File: config.mk
export PLATFORM = sky130hd
export DESIGN_NAME = oled_cmd_sequencer
export DESIGN_NICKNAME = d
export VERILOG_FILES = /design/src/rtl/oled_pkg.sv /design/src/rtl/oled_cmd_fifo.sv /design/src/rtl/oled_cmd_sequencer.sv
export SDC_FILE = /design/constraint.sdc
export NUM_CORES = 1
export LEC_CHECK = 0
export ABC_CLOCK_PERIOD_IN_PS = 5300
export BUFFER_PORTS_ARGS = -buffer_cell sky130_fd_sc_hd__buf_2
export CORE_ASPECT_RATIO = 1.1
export CORE_MARGIN = 2
export CORE_UTILIZATION = 40
export CTS_BUF_LIST = sky130_fd_sc_hd__clkbuf_2
export DETAILED_ROUTE_END_ITERATION = 10
export GPL_TIMING_DRIVEN = 0
export HOLD_SLACK_MARGIN = 0.1
export PLACE_DENSITY_LB_ADDON = 0.3
export SYNTH_ARGS = -nofsm -noshare
export SYNTH_HDL_FRONTEND = slang
export SYNTH_SLANG_ARGS = --single-unit
File: constraint.sdc
create_clock -name clk -period 5.3 [get_ports clk]
set_input_delay 0.265 -clock clk [delete_from_list [all_inputs] [get_ports clk]]
set_output_delay 0.265 -clock clk [all_outputs]
set_load 0.01 [all_outputs]
File: src/rtl/oled_pkg.sv
// Shared types and the SSD1331 power-up command list for the OLED command sequencer.
package oled_pkg;

  typedef enum logic [2:0] {
    S_RST_HOLD,
    S_RST_WAIT,
    S_INIT,
    S_IDLE,
    S_ISSUE,
    S_XFER,
    S_DELAY
  } oled_state_t;

  // Field order matches host writedata[9:0]: {delay, dc, byte}.
  typedef struct packed {
    logic       delay;
    logic       dc;
    logic [7:0] data;
  } oled_entry_t;

  localparam int INIT_LEN = 13;

  // Display off, remap/colour, start line, normal display, mux ratio, master config, display on.
  localparam logic [7:0] INIT_ROM [INIT_LEN] = '{
    8'hAE, 8'hA0, 8'h72, 8'hA1, 8'h00, 8'hA2, 8'h00,
    8'hA4, 8'hA8, 8'h3F, 8'hAD, 8'h8E, 8'hAF
  };

endpackage

File: src/rtl/oled_cmd_fifo.sv
// Synchronous command FIFO with full/empty/count, simultaneous push/pop and a drop flag.
module oled_cmd_fifo
  import oled_pkg::*;
#(
  parameter int DEPTH = 16
) (
  input  logic                     clk,
  input  logic                     resetn,
  input  logic                     push_i,
  input  oled_entry_t              push_data_i,
  input  logic                     pop_i,
  output oled_entry_t              head_o,
  output logic                     full_o,
  output logic                     empty_o,
  output logic [$clog2(DEPTH):0]   count_o,
  output logic                     drop_o
);

  localparam int AW = $clog2(DEPTH);

  oled_entry_t     mem_q [DEPTH];
  logic [AW-1:0]   wr_ptr_q, wr_ptr_d;
  logic [AW-1:0]   rd_ptr_q, rd_ptr_d;
  logic [AW:0]     count_q, count_d;
  logic            push_ok, pop_ok;

  assign full_o  = (count_q == (AW+1)'(DEPTH));
  assign empty_o = (count_q == '0);
  assign count_o = count_q;
  assign head_o  = mem_q[rd_ptr_q];

  // A full FIFO still accepts a push when the head leaves in the same cycle.
  assign pop_ok  = pop_i && !empty_o;
  assign push_ok = push_i && (!full_o || pop_ok);
  assign drop_o  = push_i && !push_ok;

  always_comb begin
    wr_ptr_d = wr_ptr_q;
    rd_ptr_d = rd_ptr_q;
    count_d  = count_q;
    if (push_ok) wr_ptr_d = wr_ptr_q + 1'b1;
    if (pop_ok)  rd_ptr_d = rd_ptr_q + 1'b1;
    case ({push_ok, pop_ok})
      2'b10:   count_d = count_q + 1'b1;
      2'b01:   count_d = count_q - 1'b1;
      default: count_d = count_q;
    endcase
  end

  always_ff @(posedge clk) begin
    if (!resetn) begin
      wr_ptr_q <= '0;
      rd_ptr_q <= '0;
      count_q  <= '0;
    end else begin
      wr_ptr_q <= wr_ptr_d;
      rd_ptr_q <= rd_ptr_d;
      count_q  <= count_d;
    end
  end

  always_ff @(posedge clk) begin
    if (push_ok) mem_q[wr_ptr_q] <= push_data_i;
  end

endmodule

File: src/rtl/oled_cmd_sequencer.sv
// Sequences display reset, the ROM init list and host-queued bytes/delays into spimaster.
module oled_cmd_sequencer
  import oled_pkg::*;
#(
  parameter int FIFO_DEPTH = 16,
  parameter int SPI_N      = 16,
  parameter int RST_HOLD   = 1000,
  parameter int RST_WAIT   = 1000
) (
  input  logic        clk,
  input  logic        resetn,
  input  logic [31:0] writedata,
  input  logic        write,
  input  logic        read,
  output logic [31:0] readdata,
  output logic [31:0] spi_writedata,
  output logic        spi_write,
  input  logic [31:0] spi_readdata,
  output logic        spi_reset
);

  localparam int CW    = $clog2(FIFO_DEPTH) + 1;
  localparam int IDX_W = $clog2(INIT_LEN);
  localparam int GUARD = 8 * SPI_N + 2;

  oled_state_t      state_q, state_d;
  logic [15:0]      cnt_q, cnt_d;
  logic [IDX_W-1:0] idx_q, idx_d;
  logic [8:0]       wdata_q, wdata_d;
  logic             init_done_q, init_done_d;
  logic             ovf_q, ovf_d;

  oled_entry_t      head;
  logic             full, empty, drop, pop;
  logic [CW-1:0]    count;
  logic             busy;
  logic             spi_idle;
  logic             unused_bits;

  assign spi_idle    = spi_readdata[0];
  assign unused_bits = ^{writedata[31:10], spi_readdata[31:1]};

  oled_cmd_fifo #(.DEPTH(FIFO_DEPTH)) u_fifo (
    .clk         (clk),
    .resetn      (resetn),
    .push_i      (write),
    .push_data_i (oled_entry_t'(writedata[9:0])),
    .pop_i       (pop),
    .head_o      (head),
    .full_o      (full),
    .empty_o     (empty),
    .count_o     (count),
    .drop_o      (drop)
  );

  // The power-up reset phases do not count as busy, so the status word reads 2 out of reset.
  assign busy = !(state_q inside {S_RST_HOLD, S_RST_WAIT, S_IDLE}) || !empty;

  assign readdata      = {22'b0, count, ovf_q, busy, init_done_q, empty, full};
  assign spi_writedata = {23'b0, wdata_q};
  assign spi_write     = (state_q == S_ISSUE);
  assign spi_reset     = (state_q == S_RST_HOLD);

  always_comb begin
    state_d     = state_q;
    cnt_d       = cnt_q;
    idx_d       = idx_q;
    wdata_d     = wdata_q;
    init_done_d = init_done_q;
    pop         = 1'b0;
    unique case (state_q)
      S_RST_HOLD: begin
        if (cnt_q == 16'(RST_HOLD - 1)) begin
          state_d = S_RST_WAIT;
          cnt_d   = '0;
        end else begin
          cnt_d = cnt_q + 16'd1;
        end
      end
      S_RST_WAIT: begin
        if (cnt_q == 16'(RST_WAIT - 1)) begin
          state_d = S_INIT;
          cnt_d   = '0;
          idx_d   = '0;
        end else begin
          cnt_d = cnt_q + 16'd1;
        end
      end
      S_INIT: begin
        wdata_d = {1'b0, INIT_ROM[idx_q]};
        state_d = S_ISSUE;
      end
      S_IDLE: begin
        if (!empty) begin
          pop = 1'b1;
          if (head.delay) begin
            cnt_d   = {head.data, 8'h00};
            state_d = S_DELAY;
          end else begin
            wdata_d = {head.dc, head.data};
            state_d = S_ISSUE;
          end
        end
      end
      S_ISSUE: begin
        cnt_d   = '0;
        state_d = S_XFER;
      end
      S_XFER: begin
        // Guard first so spimaster has raised busy before its idle bit is trusted.
        if (cnt_q != 16'(GUARD - 1)) begin
          cnt_d = cnt_q + 16'd1;
        end else if (spi_idle) begin
          if (init_done_q) begin
            state_d = S_IDLE;
          end else if (idx_q == IDX_W'(INIT_LEN - 1)) begin
            init_done_d = 1'b1;
            state_d     = S_IDLE;
          end else begin
            idx_d   = idx_q + 1'b1;
            state_d = S_INIT;
          end
        end
      end
      S_DELAY: begin
        if (cnt_q == '0) state_d = S_IDLE;
        else             cnt_d   = cnt_q - 16'd1;
      end
      default: state_d = S_RST_HOLD;
    endcase
  end

  // A fresh overflow in the read cycle keeps the flag set.
  always_comb begin
    ovf_d = ovf_q;
    if (drop)      ovf_d = 1'b1;
    else if (read) ovf_d = 1'b0;
  end

  always_ff @(posedge clk) begin
    if (!resetn) begin
      state_q     <= S_RST_HOLD;
      cnt_q       <= '0;
      idx_q       <= '0;
      wdata_q     <= '0;
      init_done_q <= 1'b0;
      ovf_q       <= 1'b0;
    end else begin
      state_q     <= state_d;
      cnt_q       <= cnt_d;
      idx_q       <= idx_d;
      wdata_q     <= wdata_d;
      init_done_q <= init_done_d;
      ovf_q       <= ovf_d;
    end
  end

endmodule

==> metrics.cfg <==
[sta]
period_share_pct=59.1
worst_slew_pin_slew_ns=1.31
setup_viol=0
hold_viol=0
finalSetupTns_ns=0
timing.final.max_slew_violations=0
period_needed_ns=3.13
relSlewSlack_pct=12.1
fmax_ghz=0.319
rsz0062_at_grt=no
clock_skew_ns=0.0515
holdWs_ns=0.285

[synthesis]
yosys_warnings=0
synth_cells=797
seq_area_frac_synth_pct=56.7
synth_top_family_by_area=simple AND/OR/NAND/NOR gates
netlist_area_um2=10300
synthAdderAreaFrac_pct=2.63
synth-compound-area-share_pct=9.99
synth_edf_count=160
synth.top_cell.area_share_pct=46.8
synth_area_leaders=edfxtp_1 47%, dfxtp_1 9.9%, mux4_2 7.0%
ys_types=83
synth_xor_area_share_pct=2.56
synth_seq_cells=211
synth_simple_gate_area_share_pct=10.9
syn_avg_cell_area_um2=12.9
synthFlopType=edfxtp_1
yosys.area.top_type=edfxtp_1
muxShareOfSynthArea_pct=9.86
synthArstFlopShare_pct=0

[die]
row_count=61
io_pins=134
die_y_um=172
die_w_um=157
die_area_um2=27000
core_area_um2=25300
initial_utilization_pct=40.6

[drt]
drcViolationCount=0
wl_um=25400
dr.first_iter.drc_count=461
vias_per_cell=5.22
wl_per_cell_um=18.9
num_vias=7016
ant_nets=0
dr.pass1.iters=5

[outcome]
status=finished clean

[clocking]
postCtsSetupRepairBufs=0
clk_latency_ns=0.85
cts_tree=built
cts_inserted_buffers=55
clkSinkCount=211
clockBufferDepth=3
clock-root-buffer=clkbuf_2
clk_pin_slew_worst_paths_ns=0.09
htreeDepth=2

[min_path]
hold_path.class=input pin to flop
holdPathStages=4

[place]
io_buffers=34
dp_hpwl_um=17300
place_area_um2=11100
place_congestion=0.877

[worst_setup_path]
reg2reg_depth=5
crit_required_ns=5.74
path_class=flop to flop
cp-end-kind=flop
critPathArrivalTime_ns=3.57
start_kind=flop
path_max_fanout=10

[power_and_ir_drop]
switching_share_pct=26.0
peakVddDrop_v=0.000173
clock_power_share_pct=35.4
combinationalPowerShare_pct=6.5
p_per_area_nw_per_um2=264
seqPwrFrac_pct=58.1
switchingPower_w=0.000808
p_leak_nw=4.40
intPower_w=0.00230

[global_route]
grt_overflow=0
grt_pass1_vias=6858
antenna_found_initial=1
grt_use_total_pct=19.0
grt_pass1_wl_um=38500
grt_max_degree=17

[final_layout]
area_growth_pct=14.7
design_area_um2=11800
final_core_util_pct=46.6
drive_gt1_share_pct=27.9
final_nets=1042

[run]
maxCapViolCount=0

## synth_stat cells (5+ instances only)
cell type	count
inv_1	23
nand3_1	23
mux4_2	32
nand2_1	38
buf_2	11
o21ai_0	15
nor3_1	18
a211oi_1	19
nor4_1	7
xor2_1	15
nand4_1	8
nor2b_1	10
nand2b_1	9
o22ai_1	10
buf_4	65
a21oi_1	27
dfxtp_1	51
mux2_2	8
clkbuf_1	17
edfxtp_1	160
ha_1	20
mux2i_1	19
nor2_1	72
o211ai_1	5
a31oi_1	5
xnor2_1	15
## state kept, by name, summed over array words and instances, names as in the netlist, named ones only
| register | cells |
|---|---|
| u_fifo.rd_ptr_q | 4 |
| u_fifo.wr_ptr_q | 4 |
| ovf_q | 1 |
| u_fifo.mem_q | 160 |
| init_done_q | 1 |
| state_q | 3 |
| idx_q | 4 |
| wdata_q | 9 |
| cnt_q | 16 |
| u_fifo.count_o | 5 |
## path summary, 6_finish.rpt
path,start,end,slack (ns)
worst max-delay path,state_q[0]$_SDFFE_PN0P_,u_fifo.mem_q[11][6]$_DFFE_PP_,2.17
worst min register to register,wdata_q[3]$_SDFFE_PN0P_,wdata_q[3]$_SDFFE_PN0P_,0.47
worst max register to register,state_q[0]$_SDFFE_PN0P_,u_fifo.mem_q[11][6]$_DFFE_PP_,2.17
worst min-delay path,spi_readdata[0],init_done_q$_SDFFE_PN0P_,0.28
## per-stage QoR
stage | power [W] | setup slack (ns) | instances
final | 0.00311 | 2.17 | 1345
after global routing | 0.00325 | 1.92 | 1345
after CTS | 0.00315 | 2.00 | 1343
after detailed placement | 0.00203 | 2.04 | 1226
after global placement | 0.00203 | 1.43 | 1221
after floorplan | 0.00197 | 2.90 | 841
## routing by layer
layer	up-vias	track usage (%)	part of all wire (%)	routed length, um
met2	257	31.7	49	12300
li1	3296	-	-	-
met3	68	3.81	6.4	1620
met1	3395	24.0	42	10600
met4	0	8.54	3.4	862
met5	-	0	0	0
## placed cells by master, fill, tap and decap left out, types with 16 or more instances in the layout
cell type	count
a211oi_1	19
a21oi_1	27
buf_2	45
buf_4	65
clkbuf_1	17
clkbuf_2	81
clkinv_1	16
conb_1	45
dfxtp_1	51
edfxtp_1	160
ha_1	20
inv_1	23
mux2i_1	19
mux4_2	32
nand2_1	38
nand3_1	23
nor2_1	72
## logic make-up after synthesis
kind of cell	Yosys count
AO/OA/AOI/OAI	138
buffers and inverters	122
multiplexers	60
AND/OR/NAND/NOR	214
flip-flops	211
adder cells (fa/ha/maj)	21
other	1
XOR/XNOR	30
## final cells by class
class | instances | area [um2]
buffer | 97 | 652
multi-input combinational | 508 | 3880
timing repair buffer | 55 | 390
sequential | 211 | 5830
clock buffer | 81 | 405
fill | 2299 | 13500
clock inverter | 21 | 92.6
antenna | 1 | 2.50
inverter | 25 | 93.8
tap | 346 | 433
## critical path, stage by stage, from the launching register on
cell and delay (ns):
dfxtp_1 0.38, buf_2 0.24, nand3b_1 0.28, a31oi_2 0.56, nand2_1 0.26, nor2_1 1.03
## power by group through the flow
stage	clock, W	sequential [W]	combinational (W)
2_1_floorplan	0	0.00184	0.000132
3_3_place_gp	0	0.00184	0.000185
3_5_place_dp	0	0.00184	0.000192
4_1_cts	0.00114	0.00180	0.000201
5_1_grt	0.00123	0.00181	0.000223
6_report	0.00110	0.00180	0.000203
## what timing repair did
item / CTS / global route
endpoints found under the hold margin: 179 / 0
resized for setup: 0 / 0
hold buffers: 15 / 0
(Power assumes the default switching activity.)
